**config.mk**
```make
export PLATFORM = sky130hd
export DESIGN_NAME = key_event_multi
export DESIGN_NICKNAME = d
export VERILOG_FILES = /design/src/rtl/key_event_multi.sv
export SDC_FILE = /design/constraint.sdc
export NUM_CORES = 1
export LEC_CHECK = 0
export BUFFER_PORTS_ARGS = -buffer_cell sky130_fd_sc_hd__buf_2
export CORE_ASPECT_RATIO = 1.4
export CORE_MARGIN = 5
export CORE_UTILIZATION = 35
export DETAILED_ROUTE_END_ITERATION = 12
export GPL_ROUTABILITY_DRIVEN = 1
export PLACE_DENSITY = 0.48
export SLEW_MARGIN = 20
export SYNTH_ARGS = -nofsm -noshare
export SYNTH_HDL_FRONTEND = slang
export SYNTH_SLANG_ARGS = --single-unit
```
**constraint.sdc**
```tcl
create_clock -name clk -period 4.4 [get_ports clk]
set_input_delay 0.88 -clock clk [delete_from_list [all_inputs] [get_ports clk]]
set_output_delay 0.88 -clock clk [all_outputs]
set_load 0.05 [all_outputs]
```
**src/rtl/key_event_multi.sv**
```systemverilog
// Multi-key debouncer and single/double/long click classifier on a shared ms tick.
// Define KEY_AUTO_REPEAT_EN to add auto-repeat pulses while a long press is held.
module key_event_multi #(
    parameter int NUM_KEYS    = 4,
    parameter int TICK_CYCLES = 24000,
    parameter int DEBOUNCE_MS = 20,
    parameter int LONG_MS     = 2000,
    parameter int DCLICK_MS   = 100,
    parameter int REPEAT_MS   = 200,
    parameter int CNT_W       = 12
) (
    input  logic                clk,
    input  logic                rst,
    input  logic [NUM_KEYS-1:0] key_n,
    output logic [NUM_KEYS-1:0] ev_single,
    output logic [NUM_KEYS-1:0] ev_double,
    output logic [NUM_KEYS-1:0] ev_long,
    output logic [NUM_KEYS-1:0] ev_repeat,
    output logic [NUM_KEYS-1:0] key_level
);

    localparam int PW = (TICK_CYCLES > 1) ? $clog2(TICK_CYCLES) : 1;
    localparam int DW = (DEBOUNCE_MS > 1) ? $clog2(DEBOUNCE_MS) : 1;

    if (DEBOUNCE_MS < 1 || LONG_MS >= 2**CNT_W || DCLICK_MS >= 2**CNT_W ||
        REPEAT_MS >= 2**CNT_W || DEBOUNCE_MS >= 2**CNT_W) begin : g_cfg_err
        $error("key_event_multi: timing parameter out of range");
    end

    typedef enum logic [2:0] {IDLE, PRESS1, LONG, GAP, PRESS2} state_t;

    logic [PW-1:0] pcnt;
    logic          tick;

    assign tick = (pcnt == PW'(TICK_CYCLES - 1));

    always_ff @(posedge clk or posedge rst) begin
        if (rst)
            pcnt <= '0;
        else if (tick)
            pcnt <= '0;
        else
            pcnt <= pcnt + 1'b1;
    end

`ifndef KEY_AUTO_REPEAT_EN
    assign ev_repeat = '0;
`endif

    for (genvar g = 0; g < NUM_KEYS; g++) begin : g_key
        logic             s1, s2, synced, stable, accept, press, rel;
        logic [DW-1:0]    dcnt;
        logic [CNT_W-1:0] cnt;
        logic             sgl, dbl, lng;
        state_t           state;

        always_ff @(posedge clk or posedge rst) begin
            if (rst) begin
                s1 <= 1'b1;
                s2 <= 1'b1;
            end else begin
                s1 <= key_n[g];
                s2 <= s1;
            end
        end

        assign synced = ~s2;
        assign accept = (synced != stable) && tick &&
                        (dcnt == DW'(DEBOUNCE_MS - 1));
        assign press  = accept & synced;
        assign rel    = accept & ~synced;

        always_ff @(posedge clk or posedge rst) begin
            if (rst) begin
                stable <= 1'b0;
                dcnt   <= '0;
            end else if (synced == stable) begin
                dcnt <= '0;
            end else if (tick) begin
                if (accept) begin
                    stable <= synced;
                    dcnt   <= '0;
                end else begin
                    dcnt <= dcnt + 1'b1;
                end
            end
        end

`ifdef KEY_AUTO_REPEAT_EN
        logic rpt;
        assign ev_repeat[g] = rpt;
`endif

        // Counter compares use the pre-increment value, so a press on the
        // same cycle as the tick that would expire the gap still counts.
        always_ff @(posedge clk or posedge rst) begin
            if (rst) begin
                state <= IDLE;
                cnt   <= '0;
                sgl   <= 1'b0;
                dbl   <= 1'b0;
                lng   <= 1'b0;
`ifdef KEY_AUTO_REPEAT_EN
                rpt   <= 1'b0;
`endif
            end else begin
                sgl <= 1'b0;
                dbl <= 1'b0;
                lng <= 1'b0;
`ifdef KEY_AUTO_REPEAT_EN
                rpt <= 1'b0;
`endif
                if (tick && cnt != '1)
                    cnt <= cnt + 1'b1;
                unique case (state)
                    IDLE: begin
                        if (press) begin
                            state <= PRESS1;
                            cnt   <= '0;
                        end
                    end
                    PRESS1: begin
                        if (rel) begin
                            state <= GAP;
                            cnt   <= '0;
                        end else if (cnt == CNT_W'(LONG_MS)) begin
                            lng   <= 1'b1;
                            state <= LONG;
                            cnt   <= '0;
                        end
                    end
                    LONG: begin
                        if (rel) begin
                            state <= IDLE;
                            cnt   <= '0;
                        end
`ifdef KEY_AUTO_REPEAT_EN
                        else if (cnt == CNT_W'(REPEAT_MS)) begin
                            rpt <= 1'b1;
                            cnt <= '0;
                        end
`endif
                    end
                    GAP: begin
                        if (press && cnt < CNT_W'(DCLICK_MS)) begin
                            dbl   <= 1'b1;
                            state <= PRESS2;
                            cnt   <= '0;
                        end else if (cnt == CNT_W'(DCLICK_MS)) begin
                            sgl   <= 1'b1;
                            state <= IDLE;
                            cnt   <= '0;
                        end
                    end
                    PRESS2: begin
                        if (rel) begin
                            state <= IDLE;
                            cnt   <= '0;
                        end
                    end
                    default: begin
                        state <= IDLE;
                        cnt   <= '0;
                    end
                endcase
            end
        end

        assign ev_single[g] = sgl;
        assign ev_double[g] = dbl;
        assign ev_long[g]   = lng;
        assign key_level[g] = stable;
    end

endmodule

```
==> run metrics, run 1 <==
Slew Viols, Final 0; vias in the first global route 5253; RSZ-0062 raised after global routing false; Final Hold Vio Count 0; crit share post-route 67.5%; largest family of logic cells by synthesized area simple AND/OR/NAND/NOR gates; WS Path Type flop to flop; # rows 59; sequential share of the synthesized area 45.1%; ys flop type dfrtp_1; fin crit period 2970 ps; Layout Skew 8.49 ps; setup repair bufs after CTS 0; CP endpoint kind flop; worst skew pair latency 420 ps; die height 173 um; Max-slew headroom 31.7%; number of flops mapped to enable cells by yosys 0; Worst setup startpoint pcnt[9]$_DFF_PP0_; HP Class flop to flop; PortBufs 21; PwrDens 351 mW/mm^2; Initial Util 35.6%; clk slew on worst S/H paths 60 ps; r2r endpoint g_key[1].cnt[9]$_DFF_PP0_; clock sinks 119; post-synthesis adder-cell area fraction 2.46%; area grow syn2layout 12.3%; asr flop ratio synth 100%; Synth cell types 66; Diodes inserted 0; Tot Pwr 2.61 mW; total gr overflow 0; worst-path fanout max 49; Synth Area in Compound Gates 14.2%; CP startpoint kind flop; share of cells above drive strength 1 10.8%; r2r setup slk 1430 ps; register bit total from synthesis 119; Yosys top cell area share 42.0%; LEAKAGE 3.13 nW; Core Footprint 0.0186 sq mm; Ports 26; Ys Warns 0; CTS tree built; Global Route Usage Sum 13.6%; CP endpoint g_key[1].cnt[9]$_DFF_PP0_; Post-Synth XOR/XNOR Area 7.81%; Post-DRT Antenna Nets 0; top cell type by total area after synthesis dfrtp_1; per-cell routed wire length 14.5 um; clk buf depth 2; Least-Margin Pin Slew 1010 ps; setup violators final 0; commonest cells in the netlist dfrtp_1 (111), a21oi_1 (62), nand2_1 (58), nor2_1 (56); Hold-fix buffers, CTS 0; routability cong. 0.793; upper clock frequency limit 0.337 GHz; Max VDD drop 259 uV; Place WS 1420 ps; largest net degree at the start of global routing 69; count leader, synth dfrtp_1; CP required 4740 ps; total number of vias 5092; Avg Synthesized Cell Area 9.26 sq um; nets@finish 731; H-tree levels 4; Multi-input gate area 0.00328 sq mm; CTS buffer count 17; HPWL after detailed placement 9450 um; Final Worst Setup Slack 1430 ps; Crit path arrival time 3310 ps; Post-Route WL 14100 um; Finished Cell Area 0.00744 sq mm; drt first-iter violations 265; Post-Synthesis Cell Area 0.00662 sq mm; Post-route DRC 0; Clock Tree Root clkbuf_16; FF+latch area 0.00299 sq mm; dominant cells by area after synthesis dfrtp_1 (42%), a21oi_1 (4.7%), xnor2_1 (4.6%); setup TNS 0 ps; status completed; simple-gate portion of the synthesized area 23.7%; dpl cell area 0.00682 sq mm; RR Startpoint pcnt[9]$_DFF_PP0_; Die Area 0.0218 sq mm; Via density 5.25; global-route wire length before repair 24800 um; initial antenna violation count 0; Synth Instances 715; reg2reg path depth 5; multiplexer area fraction after synthesis 1.08%; Filler Cell Count 1863; DIE WIDTH 126 um; DRT Pass-1 Iters 4; post-CTS sizing 0; max-capacitance violation count 0
## critical path: stages, from the launching register on
cell,delay (ps)
dfrtp_1,400
or4b_1,570
or4_4,840
or4_4,620
or3_1,310
a21oi_1,140
## cell type report
cell class,instances,area share [%]
repair buffers,27,2.19
clock inverters,9,1.99
flip-flops and latches,119,40.2
inverters,22,1.14
well taps,244,4.10
multi-input cells,525,44.1
clock buffers,23,6.29
## through the flow
step	utilization (%)	hold WS [ps]	cells
finish	40.0	355	969
global route	40.0	362	969
CTS	40.0	356	969
detailed placement	36.7	349	937
global placement	36.7	346	937
floorplan	-	345	718
## worst min-delay path by stage
stage | from | to | cells after the start | slack (ps)
floorplan | g_key[0].s1$_DFF_PP1_ | g_key[0].s2$_DFF_PP1_ | 0 | 350
global placement | g_key[1].s1$_DFF_PP1_ | g_key[1].s2$_DFF_PP1_ | 0 | 350
detailed placement | g_key[3].s1$_DFF_PP1_ | g_key[3].s2$_DFF_PP1_ | 0 | 350
CTS | g_key[0].s1$_DFF_PP1_ | g_key[0].s2$_DFF_PP1_ | 0 | 360
global route | g_key[0].s1$_DFF_PP1_ | g_key[0].s2$_DFF_PP1_ | 0 | 360
finish | g_key[0].s1$_DFF_PP1_ | g_key[0].s2$_DFF_PP1_ | 0 | 360
## where the power goes
part           switching (mW)  leakage [nW]  internal [mW]
Clock                   0.486         0.301          0.973
Sequential            0.00440          1.62           1.10
Combinational          0.0380          1.21        0.00781
## routing by layer
metal / track usage [%] / up-vias / share of wire (%)
li1: - / 2552 / -
met1: 15.6 / 2476 / 44
met2: 24.4 / 42 / 52
met3: 3.21 / 22 / 2.3
met4: 4.74 / 0 / 1.7
met5: 0 / - / 0
## logic make-up after synthesis
| family | count (synthesis) |
|---|---|
| AOI/OAI and AO/OA | 153 |
| xor gates and xnor gates | 59 |
| and+or+nand+nor | 289 |
| adders and majority gates | 13 |
| muxes | 7 |
| DFF | 119 |
| other | 1 |
| buffers and inverters | 74 |
## sequential cells by signal (all words and copies together) (netlist names)
name,count
pcnt,15
g_key.cnt,48
g_key.s1,4
g_key.stable,4
g_key.state,12
g_key.dbl,4
g_key.s2,4
g_key.dcnt,20
g_key.sgl,4
g_key.lng,4
## placed cells by master, fill, tap and decap left out, types with 22 or more instances in the layout
master and n:
nor2_1 56, nor3_1 22, xnor2_1 35, dfrtp_1 111, nand2_1 58, nand3_1 35, xor2_1 24, a21oi_1 62
o21ai_0 31
Note: power is estimated with default switching activity, not from simulation.
==> run 2: changes to the inputs <==
- PLACE_DENSITY: 0.48 -> 0.5
- clock period: 4.4 -> 2.4 ns (I/O delays scaled with it)
==> run 2 against run 1 <==
Compared with the run above:
- the flow now finishes with violations (negative setup slack)
- power grew 70%
- critical path depth did not move
- critical endpoint unchanged
- flip-flop and latch count stayed put
- sequential share of layout area fell by 3.6 points
- clock power increased by 58%
- global-route usage grew 0.93 points
- register-to-register slack got worse by 1500 ps
- final cell count rose by 6.9%
- count of clock-buffer cells in the layout rose by 6
- routed wire length increased by 11%
==> run metrics, run 2 (synthesized netlist as in run 1, its figures left out) <==
per-cell routed wire length 15.0 um (was 14.5 um); Post-DRT Antenna Nets 0 (unchanged); Top Registers g_key.cnt: 48 flops, g_key.dcnt: 20 flops, pcnt: 15 flops (unchanged); share of cells above drive strength 1 22.1% (was 10.8%); reg2reg path depth 5 (unchanged); Ports 26 (unchanged); Initial Util 35.6% (unchanged); HP Class primary input to flop (was flop to flop); DIE WIDTH 126 um (unchanged); grt met2 use 24.9% (was 24.4%); Filler Cell Count 1788 (was 1863); grt peak-use layer met2 (unchanged); RSZ-0062 raised after global routing true (was false); global-route wire length before repair 26200 um (was 24800 um); CP required 2730 ps (was 4740 ps); Crit path arrival time 2750 ps (was 3310 ps); failing checks negative setup slack; Biggest register g_key.cnt (unchanged); Die Area 0.0218 sq mm (unchanged); Multi-input gate area 0.00352 sq mm (was 0.00328 sq mm); largest net degree at the start of global routing 53 (was 69); Tot Pwr 4.43 mW (was 2.61 mW); LEAKAGE 3.48 nW (was 3.13 nW); max reg flops 48 (unchanged); Diodes inserted 0 (unchanged); upper clock frequency limit 0.413 GHz (was 0.337 GHz); initial antenna violation count 0 (unchanged); PortBufs 21 (unchanged); Final Hold Vio Count 0 (unchanged); fin crit period 2420 ps (was 2970 ps); Layout Skew 9.66 ps (was 8.49 ps); vias in the first global route 5488 (was 5253); CP endpoint g_key[1].cnt[9]$_DFF_PP0_ (unchanged); Post-route DRC 0 (unchanged); CP endpoint kind flop (unchanged); nets@finish 798 (was 731); H-tree levels 4 (unchanged); r2r setup slk -20 ps (was 1430 ps); die height 173 um (unchanged); worst skew pair latency 410 ps (was 420 ps); total gr overflow 0 (unchanged); global-route met3 utilization 2.96% (was 3.21%); clock sinks 119 (unchanged); Max VDD drop 473 uV (was 259 uV); # rows 59 (unchanged); WS Path Type flop to flop (unchanged); Via density 5.23 (was 5.25); total number of vias 5415 (was 5092); area grow syn2layout 23.3% (was 12.3%); clk buf depth 2 (unchanged); # placed instances 989 (was 937); DRT Pass-1 Iters 4 (unchanged); Finished Core Util 43.9% (was 40.0%); most common cell after layout, fill and taps aside dfrtp_1 (unchanged); Slew Viols, Final 0 (unchanged); RR Startpoint pcnt[6]$_DFF_PP0_ (was pcnt[9]$_DFF_PP0_); Worst setup startpoint pcnt[6]$_DFF_PP0_ (was pcnt[9]$_DFF_PP0_); Core Footprint 0.0186 sq mm (unchanged); Max-slew headroom 51.6% (was 31.7%); CTS tree built (unchanged); max-capacitance violation count 0 (unchanged); CP startpoint kind flop (unchanged); Place WS -165 ps (was 1420 ps); CTS buffer count 17 (unchanged); setup violators final 1 (was 0); PwrDens 543 mW/mm^2 (was 351 mW/mm^2); HPWL after detailed placement 10300 um (was 9450 um); Final Worst Setup Slack -19.2 ps (was 1430 ps); routability cong. 0.873 (was 0.793); clk slew on worst S/H paths 50 ps (was 60 ps); status complete, but fails checks (was completed); Hold Crit Start key_n[2] (was g_key[0].s1$_DFF_PP1_); Clock Tree Root clkbuf_16 (unchanged); crit share post-route 101% (was 67.5%); drt first-iter violations 262 (was 265); worst hold stages 1 (was 0); FF+latch area 0.00299 sq mm (unchanged); worst-path fanout max 5 (was 49); r2r endpoint g_key[1].cnt[9]$_DFF_PP0_ (unchanged); Post-Route WL 15600 um (was 14100 um); post-route non-filler standard cell count 1036 (was 969); commonest cells after routing, fill and taps aside dfrtp_1 (111), nand2_1 (58), buf_4 (57) (was dfrtp_1 (111), a21oi_1 (62), nand2_1 (58)); Global Route Usage Sum 14.5% (was 13.6%); grt met1 use 17.6% (was 15.6%); Least-Margin Pin Slew 719 ps (was 1010 ps)
==> run 2: changes by cell type in the layout (fill, tap and decap cells not counted), moves of 4 or more <==
cell       change
buf_4         +52
buf_6         +11
a21oi_1        -6
nor4_1         -6
a21oi_2        +5
a2111oi_0      -4
bufinv_16      -4
nor4_2         +4
==> run 2: worst min path at each step <==
stage,end,slack [ps]
after global routing,g_key[3].s1$_DFF_PP1_,150
after CTS,g_key[2].s1$_DFF_PP1_,150
after global placement,g_key[1].s2$_DFF_PP1_,350
final,g_key[2].s1$_DFF_PP1_,170
after floorplan,g_key[0].s2$_DFF_PP1_,350
after detailed placement,g_key[1].s2$_DFF_PP1_,350
==> run 2: metal layers <==
layer  up-vias  part of all wire (%)
met2        62                    53
met1      2646                    44
li1       2691                     -
met3        16                   1.8
met5         -                     0
met4         0                   1.6
==> run 2: layout make-up <==
cell class,count,area share [%]
clock buffer,29,6.38
clock inverter,3,0.184
inverter,22,1.06
multi-input combinational,526,43.1
sequential,119,36.6
tap,244,3.74
timing repair buffer,93,8.97
==> run 2: where the power goes <==
part / internal, mW / switching, mW
logic: 0.0209 / 0.0740
registers: 2.02 / 0.00803
clock network: 1.45 / 0.855
total: 3.50 / 0.937
==> run 2: worst max-delay path, cell delays in order, from the launching register on <==
cell     delay, ps
dfrtp_1        370
or4b_4         560
or4_4          510
or4_4          450
or3_4          340
a21oi_2        130
==> run 2: what timing repair did <==
| item | CTS | global route |
|---|---|---|
| setup buffers | 4 | 6 |
| endpoints found under the hold margin | 0 | 0 |
| gates cloned | 2 | 3 |
| pin swaps | 3 | 0 |
| hold buffers | 0 | 0 |
| gates resized for setup | 12 | 59 |
| setup endpoints to repair | 54 | 56 |
==> run 2: per-stage QoR <==
step / hold slack (ps) / TNS (ps) / cell area (sq um)
after floorplan: 345 / 0 / 6640
after global placement: 348 / -1670 / 7240
after detailed placement: 348 / -3680 / 7240
after CTS: 146 / -10.7 / 7860
after global routing: 146 / -707 / 8160
final: 173 / -19.2 / 8160
==> run 3: changes to the inputs <==
- GPL_TIMING_DRIVEN: unset -> 0
- PLACE_DENSITY: 0.5 -> 0.48
- clock period: 2.4 -> 2.75 ns (I/O delays scaled with it)
==> run 3 against run 2 <==
Compared with the run above:
- the flow now finishes without violations
- power is 2.5% lower
- count of clock-buffer cells in the layout is 10 lower
- non-clock buffer count is 12 lower
- critical path type unchanged
- critical path depth is 1 higher
- sequential share of layout area is 0.97 points higher
- die area stayed put
- final cell count is 1.3% lower
- routed wire length is 2.0% higher
==> run metrics, run 3 (synthesized netlist as in run 1, its figures left out) <==
status completed (was complete, but fails checks); upper clock frequency limit 0.377 GHz (was 0.413 GHz); most common cell after layout, fill and taps aside dfrtp_1 (unchanged); Clock Power Share 56.9% (was 52.1%); Tot Pwr 4.32 mW (was 4.43 mW); CP Buf/Inv Count 1 (was 0); share of cells above drive strength 1 17.6% (was 22.1%); DRT Pass-1 Iters 5 (was 4); crit share post-route 96.4% (was 101%); setup TNS 0 ps (was -19.2 ps); PwrDens 544 mW/mm^2 (was 543 mW/mm^2); nets@finish 785 (was 798); DIE WIDTH 126 um (unchanged); Top Registers g_key.cnt: 48 flops, g_key.dcnt: 20 flops, pcnt: 15 flops (unchanged); total gr overflow 0 (unchanged); CP startpoint kind flop (unchanged); NetSw 884 uW (was 937 uW); routability cong. 0.813 (was 0.873); per-cell routed wire length 15.5 um (was 15.0 um); worst skew pair latency 410 ps (about the same); LEAKAGE 3.40 nW (was 3.48 nW); critical path's most frequent cell or4_1 (was or4_4); setup violators final 0 (was 1); # rows 59 (unchanged); Filler Cell Count 1881 (was 1788); HP Class primary input to asynchronous set/reset pin (was primary input to flop); drt first-iter violations 250 (was 262); r2r endpoint g_key[2].state[0]$_DFFE_PP0P_ (was g_key[1].cnt[9]$_DFF_PP0_); PortBufs 21 (unchanged); Seq pwr share 40.8% (was 45.8%); Finished Cell Area 0.00795 sq mm (was 0.00816 sq mm); clk slew on worst S/H paths 60 ps (was 50 ps); Post-route DRC 0 (unchanged); H-tree levels 4 (unchanged); CP cell instances or4_1, or4_1, a22o_1, a211oi_4, buf_4, o21ai_0 (was or4b_4, or4_4, or4_4, or3_4, a21oi_2); HPWL after detailed placement 11300 um (was 10300 um); area grow syn2layout 20.1% (was 23.3%); Crit path arrival time 2930 ps (was 2750 ps); Max VDD drop 337 uV (was 473 uV); slowest CP cell or4_1 (was or4b_4); Die Area 0.0218 sq mm (unchanged); Top Family by Delay on Critical Path simple AND/OR/NAND/NOR gates (unchanged); fin crit period 2650 ps (was 2420 ps); Ports 26 (unchanged); CTS tree built (unchanged); r2r setup slk 100 ps (was -20 ps); Initial Util 35.6% (unchanged); clock sinks 119 (unchanged); max-capacitance violation count 0 (unchanged); initial antenna violation count 0 (unchanged); Int Pwr 3.44 mW (was 3.50 mW); worst-path fanout max 10 (was 5); WS Path Type flop to flop (unchanged); max reg flops 48 (unchanged); Post-Route WL 15900 um (was 15600 um); total number of vias 5421 (was 5415); Global Route Usage Sum 15.1% (was 14.5%); Diodes inserted 0 (unchanged); Max-slew headroom 43.2% (was 51.6%); Sw Share 20.5% (was 21.1%); commonest cells after routing, fill and taps aside dfrtp_1 (111), a21oi_1 (60), nand2_1 (58) (was dfrtp_1 (111), nand2_1 (58), buf_4 (57)); Via density 5.30 (was 5.23); Slew Viols, Final 0 (unchanged); Layout Skew 7.87 ps (was 9.66 ps); Core Footprint 0.0186 sq mm (unchanged); largest net degree at the start of global routing 27 (was 53); vias in the first global route 5505 (was 5488); Biggest register g_key.cnt (unchanged); RR Startpoint g_key[2].cnt[8]$_DFF_PP0_ (was pcnt[6]$_DFF_PP0_); Final Hold Vio Count 0 (unchanged); Clock Tree Root clkbuf_16 (unchanged); dpl cell area 0.00713 sq mm (was 0.00724 sq mm); Worst path max stage delay 590 ps (was 560 ps); reg2reg path depth 6 (was 5); die height 173 um (unchanged); global-route wire length before repair 27300 um (was 26200 um); Post-DRT Antenna Nets 0 (unchanged); Least-Margin Pin Slew 841 ps (was 719 ps); CP required 3030 ps (was 2730 ps); clk buf depth 2 (unchanged); CTS buffer count 17 (unchanged); CP endpoint kind flop (unchanged); combinational share of power 2.2% (was 2.1%)
-- run 3: cell types whose count changed in the layout (fill, tap and decap cells not counted), moves of 5 or more --
| cell | previous run | this run |
|---|---|---|
| bufinv_16 | 0 | 5 |
| buf_4 | 57 | 28 |
| clkbuf_1 | 7 | 16 |
| buf_6 | 11 | 1 |
| buf_2 | 21 | 28 |
-- run 3: worst max-delay path by stage --
stage,start,end,slack [ps],cells after the start
after floorplan,pcnt[9]$_DFF_PP0_,g_key[1].cnt[9]$_DFF_PP0_,240,5
after global placement,pcnt[9]$_DFF_PP0_,g_key[3].cnt[1]$_DFF_PP0_,-820,7
after detailed placement,pcnt[6]$_DFF_PP0_,g_key[3].cnt[3]$_DFF_PP0_,-820,7
after CTS,pcnt[6]$_DFF_PP0_,g_key[1].cnt[6]$_DFF_PP0_,1,7
after global routing,pcnt[6]$_DFF_PP0_,g_key[3].state[0]$_DFFE_PP0P_,-4,8
final,g_key[2].cnt[8]$_DFF_PP0_,g_key[2].state[0]$_DFFE_PP0P_,100,6
-- run 3: final cells by class --
| type | instances | area, sq um | area share (%) |
|---|---|---|---|
| clock inverters | 13 | 201 | 2.53 |
| flip-flops and latches | 119 | 2990 | 37.6 |
| plain buffers | 52 | 307 | 3.85 |
| repair buffers | 29 | 223 | 2.80 |
| well taps | 244 | 305 | 3.84 |
| clock buffers | 19 | 453 | 5.70 |
| multi-input cells | 525 | 3390 | 42.6 |
| inverters | 22 | 86.3 | 1.09 |
-- run 3: per-stage QoR --
| stage | setup slack, ps | hold slack, ps | std cells | utilization (%) |
|---|---|---|---|---|
| after floorplan | 238 | 345 | 718 | - |
| after global placement | -817 | 346 | 983 | 37.9 |
| after detailed placement | -820 | 347 | 987 | 38.3 |
| after CTS | 1.13 | 202 | 1020 | 42.3 |
| after global routing | -4.12 | 207 | 1023 | 42.7 |
| final | 98.1 | 197 | 1023 | 42.7 |
-- run 3: power by group through the flow --
stage	clock (mW)	sequential, mW	combinational, mW
2_1_floorplan	0	1.80	0.0627
5_1_grt	2.60	1.76	0.110
3_5_place_dp	0	1.80	0.100
4_1_cts	2.53	1.76	0.101
3_3_place_gp	0	1.80	0.0831
6_report	2.46	1.77	0.0967
-- run 3: timing repair --
action                                  in CTS  in global routing
hold buffers                                 0                  0
gates resized for setup                     22                 11
buffers inserted                             1                  3
pin swaps                                    0                  3
endpoints found under the setup margin      96                 58
-- run 3: per-layer routing --
layer  part of all wire (%)  up-vias  track usage [%]
li1                       -     2648                -
met1                     43     2688             18.0
met2                     54       64             26.8
met3                    1.9       21             3.06
met4                    1.4        0             5.23
met5                      0        -                0
